===== src/rtl/memory_bus_pkg.sv =====
// Shared types for the memory-manager write path.
// Contents: bus widths, the queued write entry and the drain FSM state type.
package memory_bus_pkg;

   localparam int MEM_ADDR_WIDTH = 17;
   localparam int MEM_DATA_WIDTH = 8;

   typedef struct packed {
      logic [MEM_ADDR_WIDTH-1:0] addr;
      logic [MEM_DATA_WIDTH-1:0] data;
   } write_entry_t;

   typedef enum logic [1:0] {
      IDLE    = 2'd0,
      REQUEST = 2'd1,
      RELEASE = 2'd2
   } write_queue_state_t;

endpackage


===== src/rtl/sync_fifo.sv =====
// Small synchronous FIFO with an explicit occupancy counter.
// Ports:
//   clock, reset     - posedge clock, synchronous active-high reset
//   push, din        - write din at the tail (ignored when full)
//   pop              - drop the head entry (ignored when empty)
//   dout             - head entry, read combinationally from storage
//   level            - occupancy 0..DEPTH
//   full, empty      - decoded from level only
// Pointers wrap modulo DEPTH; the level counter alone tells full from empty.
module sync_fifo #(
   parameter int  DEPTH  = 8,
   parameter type elem_t = logic [7:0]
) (
   input  logic                     clock,
   input  logic                     reset,
   input  logic                     push,
   input  logic                     pop,
   input  elem_t                    din,
   output elem_t                    dout,
   output logic [$clog2(DEPTH):0]   level,
   output logic                     full,
   output logic                     empty
);

   localparam int PW = $clog2(DEPTH);

   elem_t            mem [DEPTH];
   logic [PW-1:0]    wr_ptr;
   logic [PW-1:0]    rd_ptr;
   logic             do_push;
   logic             do_pop;

   assign full    = (level == (PW+1)'(DEPTH));
   assign empty   = (level == '0);
   assign do_push = push && !full;
   assign do_pop  = pop && !empty;
   assign dout    = mem[rd_ptr];

   always_ff @(posedge clock) begin
      if (reset) begin
         wr_ptr <= '0;
         rd_ptr <= '0;
         level  <= '0;
      end else begin
         if (do_push) wr_ptr <= wr_ptr + 1'b1;
         if (do_pop)  rd_ptr <= rd_ptr + 1'b1;
         case ({do_push, do_pop})
            2'b10:   level <= level + 1'b1;
            2'b01:   level <= level - 1'b1;
            default: level <= level;
         endcase
      end
   end

   // Storage needs no reset: nothing is read until the level says it is valid.
   always_ff @(posedge clock) begin
      if (do_push) mem[wr_ptr] <= din;
   end

endmodule


===== src/rtl/memory_write_queue.sv =====
// Host write queue in front of the memory manager's write port.
// Buffers host writes in a sync_fifo and drains them one at a time through
// the memoryWriteRequest / memoryWriteComplete handshake.
// Ports:
//   clock, reset                         - posedge clock, sync active-high reset
//   hostWriteValid/Address/Data, Ready   - host push side (Ready = not full)
//   memoryWriteRequest/Address/Data      - to manager; head entry while requesting
//   memoryWriteComplete                  - from manager; 1-cycle done pulse
//   fifoLevel, fifoEmpty                 - occupancy status
//   overflow, overflowClear              - sticky push-while-full flag and its clear
//   timeoutError                         - only with MEMORY_WRITE_QUEUE_TIMEOUT_EN
// Build option MEMORY_WRITE_QUEUE_TIMEOUT_EN: abort an entry after
// TIMEOUT_CYCLES in REQUEST without a complete, and flag timeoutError.
//
// state   | meaning
// IDLE    | waiting for a queued entry
// REQUEST | head entry presented to manager, waiting for complete
// RELEASE | one-cycle request gap after a pop
module memory_write_queue
   import memory_bus_pkg::*;
#(
   parameter int DEPTH          = 8,
   parameter int TIMEOUT_CYCLES = 64
) (
   input  logic                        clock,
   input  logic                        reset,
   input  logic                        hostWriteValid,
   input  logic [MEM_ADDR_WIDTH-1:0]   hostWriteAddress,
   input  logic [MEM_DATA_WIDTH-1:0]   hostWriteData,
   output logic                        hostWriteReady,
   output logic                        memoryWriteRequest,
   output logic [MEM_ADDR_WIDTH-1:0]   memoryWriteAddress,
   output logic [MEM_DATA_WIDTH-1:0]   memoryWriteData,
   input  logic                        memoryWriteComplete,
   output logic [$clog2(DEPTH):0]      fifoLevel,
   output logic                        fifoEmpty,
   output logic                        overflow,
   input  logic                        overflowClear
`ifdef MEMORY_WRITE_QUEUE_TIMEOUT_EN
   ,
   output logic                        timeoutError
`endif
);

   write_queue_state_t state;
   write_queue_state_t state_next;
   write_entry_t       head;
   write_entry_t       host_entry;
   logic               fifo_full;
   logic               push;
   logic               pop;
   logic               timeout_hit;

   assign host_entry     = '{addr: hostWriteAddress, data: hostWriteData};
   assign hostWriteReady = !reset && !fifo_full;
   assign push           = hostWriteValid && hostWriteReady;
   assign pop            = (state == REQUEST) && (memoryWriteComplete || timeout_hit);

   sync_fifo #(
      .DEPTH  (DEPTH),
      .elem_t (write_entry_t)
   ) u_fifo (
      .clock (clock),
      .reset (reset),
      .push  (push),
      .pop   (pop),
      .din   (host_entry),
      .dout  (head),
      .level (fifoLevel),
      .full  (fifo_full),
      .empty (fifoEmpty)
   );

`ifdef MEMORY_WRITE_QUEUE_TIMEOUT_EN
   localparam int TW = $clog2(TIMEOUT_CYCLES + 1);

   logic [TW-1:0] timer;

   // Reloaded outside REQUEST so each entry gets a full TIMEOUT_CYCLES window;
   // reaching zero means this is the last REQUEST cycle allowed.
   always_ff @(posedge clock) begin
      if (reset || state != REQUEST) begin
         timer <= TW'(TIMEOUT_CYCLES - 1);
      end else if (timer != '0) begin
         timer <= timer - 1'b1;
      end
   end

   // Complete in the same cycle as expiry wins, so no error is raised.
   assign timeout_hit = (state == REQUEST) && (timer == '0) && !memoryWriteComplete;

   always_ff @(posedge clock) begin
      if (reset) begin
         timeoutError <= 1'b0;
      end else if (timeout_hit) begin
         timeoutError <= 1'b1;
      end else if (overflowClear) begin
         timeoutError <= 1'b0;
      end
   end
`else
   logic unused_timeout_param;

   assign timeout_hit          = 1'b0;
   assign unused_timeout_param = (TIMEOUT_CYCLES > 0);
`endif

   // Overflow: a new set takes priority over a clear in the same cycle.
   always_ff @(posedge clock) begin
      if (reset) begin
         overflow <= 1'b0;
      end else if (hostWriteValid && !hostWriteReady) begin
         overflow <= 1'b1;
      end else if (overflowClear) begin
         overflow <= 1'b0;
      end
   end

   always_ff @(posedge clock) begin
      if (reset) begin
         state <= IDLE;
      end else begin
         state <= state_next;
      end
   end

   always_comb begin
      state_next = state;
      case (state)
         IDLE:    if (!fifoEmpty) state_next = REQUEST;
         REQUEST: if (pop)        state_next = RELEASE;
         RELEASE:                 state_next = IDLE;
         default:                 state_next = IDLE;
      endcase
   end

   // Address/data follow the head directly; they stay stable through the
   // complete cycle because the pop only takes effect at that edge.
   always_comb begin
      memoryWriteRequest = (state == REQUEST);
      memoryWriteAddress = reset ? '0 : head.addr;
      memoryWriteData    = reset ? '0 : head.data;
   end

endmodule


===== config.mk =====
export PLATFORM = sky130hd
export DESIGN_NAME = memory_write_queue
export DESIGN_NICKNAME = d
export VERILOG_FILES = /design/src/rtl/memory_bus_pkg.sv /design/src/rtl/sync_fifo.sv /design/src/rtl/memory_write_queue.sv
export SDC_FILE = /design/constraint.sdc
export NUM_CORES = 1
export LEC_CHECK = 0
export BUFFER_PORTS_ARGS = -buffer_cell sky130_fd_sc_hd__clkbuf_2
export CORE_MARGIN = 2
export CORE_UTILIZATION = 64
export DETAILED_ROUTE_END_ITERATION = 6
export GPL_ROUTABILITY_DRIVEN = 0
export PLACE_DENSITY_LB_ADDON = 0.12
export SLEW_MARGIN = 30
export SYNTH_ARGS = -nofsm -noshare
export SYNTH_HDL_FRONTEND = slang
export SYNTH_SLANG_ARGS = --single-unit

===== constraint.sdc =====
create_clock -name clock -period 6 [get_ports clock]
set_input_delay 1.8 -clock clock [delete_from_list [all_inputs] [get_ports clock]]
set_output_delay 1.8 -clock clock [all_outputs]
set_load 0.02 [all_outputs]

-- Yosys cells after proc, flatten, opt, wreduce, memory -nomap -nowiden
Memories as Yosys holds them, arrays and structs flattened. A register that Yosys moved wholly into a read port is not among the register bits.
Cells that the tools add are included.
- add/subtract/negate cells: 4
- multiplexer cells: 12
- reductions and logical operators: 15
- equality and inequality tests: 6
- operator list (operator ; number):
    17-bit two-way mux ; 1
    8-bit two-way mux ; 1
    4-bit case mux with 2 select lines ; 1
    3-bit by 1-bit adder with 3-bit output (second input constant) ; 2
    1-bit logical AND ; 6
    3-bit two-way mux ; 2
    4-bit by 1-bit adder with 4-bit output (second input constant) ; 1
    2-bit by 1-bit equality test with 1-bit output (second input constant) ; 2
    4-bit equality test (second input constant) ; 1
    1-bit zero test ; 4
    4-bit zero test ; 1
    1-bit two-way mux ; 4
    2-bit two-way mux ; 2
    2-bit case mux with 2 select lines ; 1
    2-bit nonzero test ; 2
    4-bit by 1-bit subtractor with 4-bit output (second input constant) ; 1
    2-bit equality test (second input constant) ; 1
    2-bit zero test ; 1
    2-bit by 1-bit inequality test with 1-bit output (second input constant) ; 1
    2-bit inequality test (second input constant) ; 1
    2-bit AND reduction ; 1
- RAM bits: 200
- word-level logic and storage cells: 43
- flip-flop bits (word level): 13
- output and inout port bits: 33
- input bits: 30
- memories kept: 1
- memories (name ; depth ; width ; rd ports ; clocked after Yosys merged registers in ; write ports ; line ; RTL):
    u_fifo.mem ; 8 ; 25 ; 1 ; 1 ; 1 ; sync_fifo.sv:27 ; elem_t mem [DEPTH];

-- Logic depth before layout (Yosys ltp)
- depth in word-level cells: 7
- depth in mapped cells: 11
- depth with buffers taken out: 9

-- By module
From an unflattened synthesis, not the netlist that was laid out.
- cells, all modules: 406
- area, all modules: 8668.3 µm²
- by module, submodules not included (module ; sequential area each (µm²) ; area an instance (µm²) ; cells an instance ; instances):
    sync_fifo ; 6266.0 ; 8364.3 ; 365 ; 1
    memory_write_queue ; 60.1 ; 304.0 ; 41 ; 1

-- Least setup slack after synthesis
No wires, ideal clock.
- path type: in2reg
- start: input port reset
- end: memory u_fifo.mem[4][0] in the netlist's numbering, enable pin
- cell stages on the path: 3
- data arrival time: 4132 ps
- path buffers: 0
- data required time: 5562 ps
- setup time: 438 ps
- path slack: 1429 ps
- cell sequence: nor2_1 nand3_1 nor3_1
- longest elaborated chain between the ends: 6
- RTL lines (what ; line ; RTL):
    from (decl) ; memory_write_queue.sv:26 ; input logic reset,
    1-bit zero test ; memory_write_queue.sv:55 ; assign hostWriteReady = !reset && !fifo_full;
    1-bit logical AND ; memory_write_queue.sv:55 ;
    1-bit logical AND ; memory_write_queue.sv:56 ; assign push = hostWriteValid && hostWriteReady;
    1-bit logical AND ; sync_fifo.sv:35 ; assign do_push = push && !full;
    1-bit two-way mux ; sync_fifo.sv:57 ; if (do_push) mem[wr_ptr] <= din;
    1-bit two-way mux (implied by the code) ; sync_fifo.sv:57 ;
    to (decl) ; sync_fifo.sv:27 ;
No other way between the ends.

-- Worst setup path in the final report
- start: input port reset
- end: output port hostWriteReady
- longest elaborated chain between the ends: 2
- RTL lines (what ; line ; RTL):
    1-bit zero test ; memory_write_queue.sv:55 ;
    1-bit logical AND ; memory_write_queue.sv:55 ;
    to (decl) ; memory_write_queue.sv:30 ; output logic hostWriteReady,
No other way between the ends.

==> metrics.txt <==
unrepaired setup endpoints after global routing=false; leakage=3.10 nW; Post-synth ARST share=0%; pre-CTS setup slack=1.27 ns; hold-fix buffer count after cts=0; Synth-to-Final Area Change=14.5%; Worst Setup SP=reset; top-count cell post-synth=edfxtp_1; die area=14,100 µm²; syn nets=438; RR Endpoint=u_fifo.level[2]$_SDFFE_PP0P_; Critical Path, Cell by Cell=buf_2 > nor2_1 > clkbuf_2; first-pass GRT wire length=22,200 µm; vias in the first global route=4,052; Final Skew=0.00743 ns; layout cells sized above 1=33.1%; CTS resizes=0; core area=12,700 µm²; CTS tree=yes; Clock Root Buffer=clkbuf_16; Final Worst Setup Slack=1.36 ns; critical path class=in -> out; design area=9620 µm²; ranking of synthesized cells by area=edfxtp_1 (72%), mux4_2 (13%), dfxtp_1 (3.8%); sequential fraction of the synthesis area=75.3%; largest net degree at the start of global routing=43; Setup TNS=0 ns; CP max FO=42; Final Critical Period=4.64 ns; Placed Area=8930 µm²; vias per cell=5.98; flop-to-flop setup slack=3.18 ns; Hold Crit Start=state[1]$_SDFFE_PP0P_; R2R Path Start=u_fifo.level[2]$_SDFFE_PP0P_; Syn Inst Count=403; Slew HR=35.0%; Primary FF master, synth=edfxtp_1; DRT iter0 DRCs=255; clk sinks=216; max_cap viols=0; R2R depth=9; Worst Path Required=4.20 ns; setup violators final=0; Netlist cell types=29; Port Buf Inserts=62; clock-pin slew on the worst setup and hold paths=0.06 ns; Yosys top cell area share=71.5%; Hold Crit Depth=1; hpwl dp=7600 µm; # nets final=512; VDD IR max=280 µV; Num CTS Buffers=21; critical path's slowest cell=buf_2; WL per Instance=21.7 µm; Slew @ Worst Pin=0.975 ns; post-CTS setup buffer count=0; status=finished clean; DR vias=3,953; DR pass1 iterations=4; clock tree buffer depth=3; Post-Syn Area per Cell=20.8 µm²; FMAX=0.216 GHz; aggregate global routing overflow=0; Clock Latency Late Sink=0.47 ns; Post-DRT Antenna Nets=0; pwr dens=326 nW/µm²; flops & latches, synth=216; Worst Path Buf+Inv=2; num ports=63; Synth warnings=0; diodes inserted=0; max-slew violations=0; number of synthesized flops with an enable pin=200; Cell Area, Synth=8400 µm²; WL final=14,300 µm; Top delay family on crit path=buffers and inverters; # DRC=0; CP Capture Type=output port; fin crit share=77.3%; initial antenna violation count=0; Initial Util=66.0%; min-delay worst type=reg -> reg; row count=41; Final Hold Viols=0; Max H-tree Level=1; Die Wd=119 µm; largest area contributor in the netlist=edfxtp_1; CP Launch Type=primary input; Critical Path Max Stage Delay=0.65 ns; hold endpoint=state[0]$_SDFFE_PP0P_; worst path arrival time=2.84 ns; Tot GR Track Use=21.0%; Commonest cells post-synth=edfxtp_1 (200), mux4_2 (50), nor2_1 (40); Die Y=119 µm
## flip-flops by register name (all words and copies together) (netlist names), named ones only
| register | flops |
|---|---|
| u_fifo.mem | 200 |
| u_fifo.level | 4 |
| u_fifo.rd_ptr | 3 |
| u_fifo.wr_ptr | 3 |
| state | 2 |
| overflow | 1 |
## metal layers
| layer | part of all wire, % | track usage, % |
|---|---|---|
| met5 | 0 | 0 |
| met4 | 1.4 | 4.99 |
| met1 | 41 | 27.2 |
| met3 | 4.8 | 3.81 |
| met2 | 53 | 37.3 |
## worst register-to-register path, stage by stage (launching register included)
cell and delay, ns:
dfxtp_1 0.39, nor4b_2 0.46, or3b_1 0.53, ha_1 0.36, xor2_1 0.17, ha_1 0.15, a21oi_1 0.05, xor2_1 0.16
or3_1 0.31, a21oi_1 0.16
## layout make-up
class	instances	area, µm²
Multi-Input combinational cell	166	1980
Tap cell	172	215
Clock inverter	10	148
Sequential cell	216	6330
Clock buffer	25	541
Timing Repair Buffer	72	405
Fill cell	752	3100
## placed cells by master, fill, tap and decap left out, types with 2 or more instances in the layout
cell / Yosys / final
edfxtp_1: 200 / 200
clkbuf_2: 0 / 61
mux4_2: 50 / 50
nor2_1: 40 / 37
mux2i_1: 28 / 28
clkbuf_16: 0 / 21
dfxtp_1: 16 / 13
buf_4: 0 / 9
a21oi_1: 5 / 5
ha_1: 5 / 5
nor2b_1: 4 / 4
xor2_1: 4 / 4
clkinv_1: 0 / 4
clkbuf_1: 4 / 4
bufinv_16: 0 / 4
nand3b_1: 3 / 3
nand2_1: 3 / 3
nor2_2: 0 / 3
nor3_4: 0 / 3
o21ai_0: 3 / 3
nand3_1: 2 / 2
nand2b_1: 2 / 2
xnor2_1: 2 / 2
or3_1: 2 / 2
nor4bb_1: 2 / 2
dfxtp_2: 0 / 2
## power breakdown
group / internal, mW / switching (mW) / total (mW)
clock: 0.810 / 0.506 / 1.32
combinational: 0.0541 / 0.0822 / 0.136
sequential: 1.67 / 0.0148 / 1.68
## through the flow
stage / util [%] / power, mW / cells / hold WS [ns]
after global routing: 75.6 / 3.22 / 661 / 0.469
final: 75.6 / 3.13 / 661 / 0.452
after floorplan: - / 1.80 / 403 / 0.413
after global placement: 70.0 / 1.84 / 625 / 0.425
after CTS: 75.6 / 3.16 / 661 / 0.451
after detailed placement: 70.2 / 1.85 / 626 / 0.445
## worst max-delay path by stage
stage | endpoint | cells after the start
finish | hostWriteReady | 3
global route | hostWriteReady | 3
CTS | hostWriteReady | 3
detailed placement | hostWriteReady | 3
global placement | hostWriteReady | 3
floorplan | u_fifo.mem[4][0]$_DFFE_PP_ | 3
## logic make-up after synthesis
kind of cell | share of synthesized area, %
buffers and inverters | 1.61
AND/OR/NAND/NOR | 4.23
adder cells (fa/ha/maj) | 0.745
XOR/XNOR | 0.626
multiplexers | 16.9
AO/OA/AOI/OAI | 0.581
flip-flops | 75.3
Note: power is estimated with default switching activity, not from simulation.
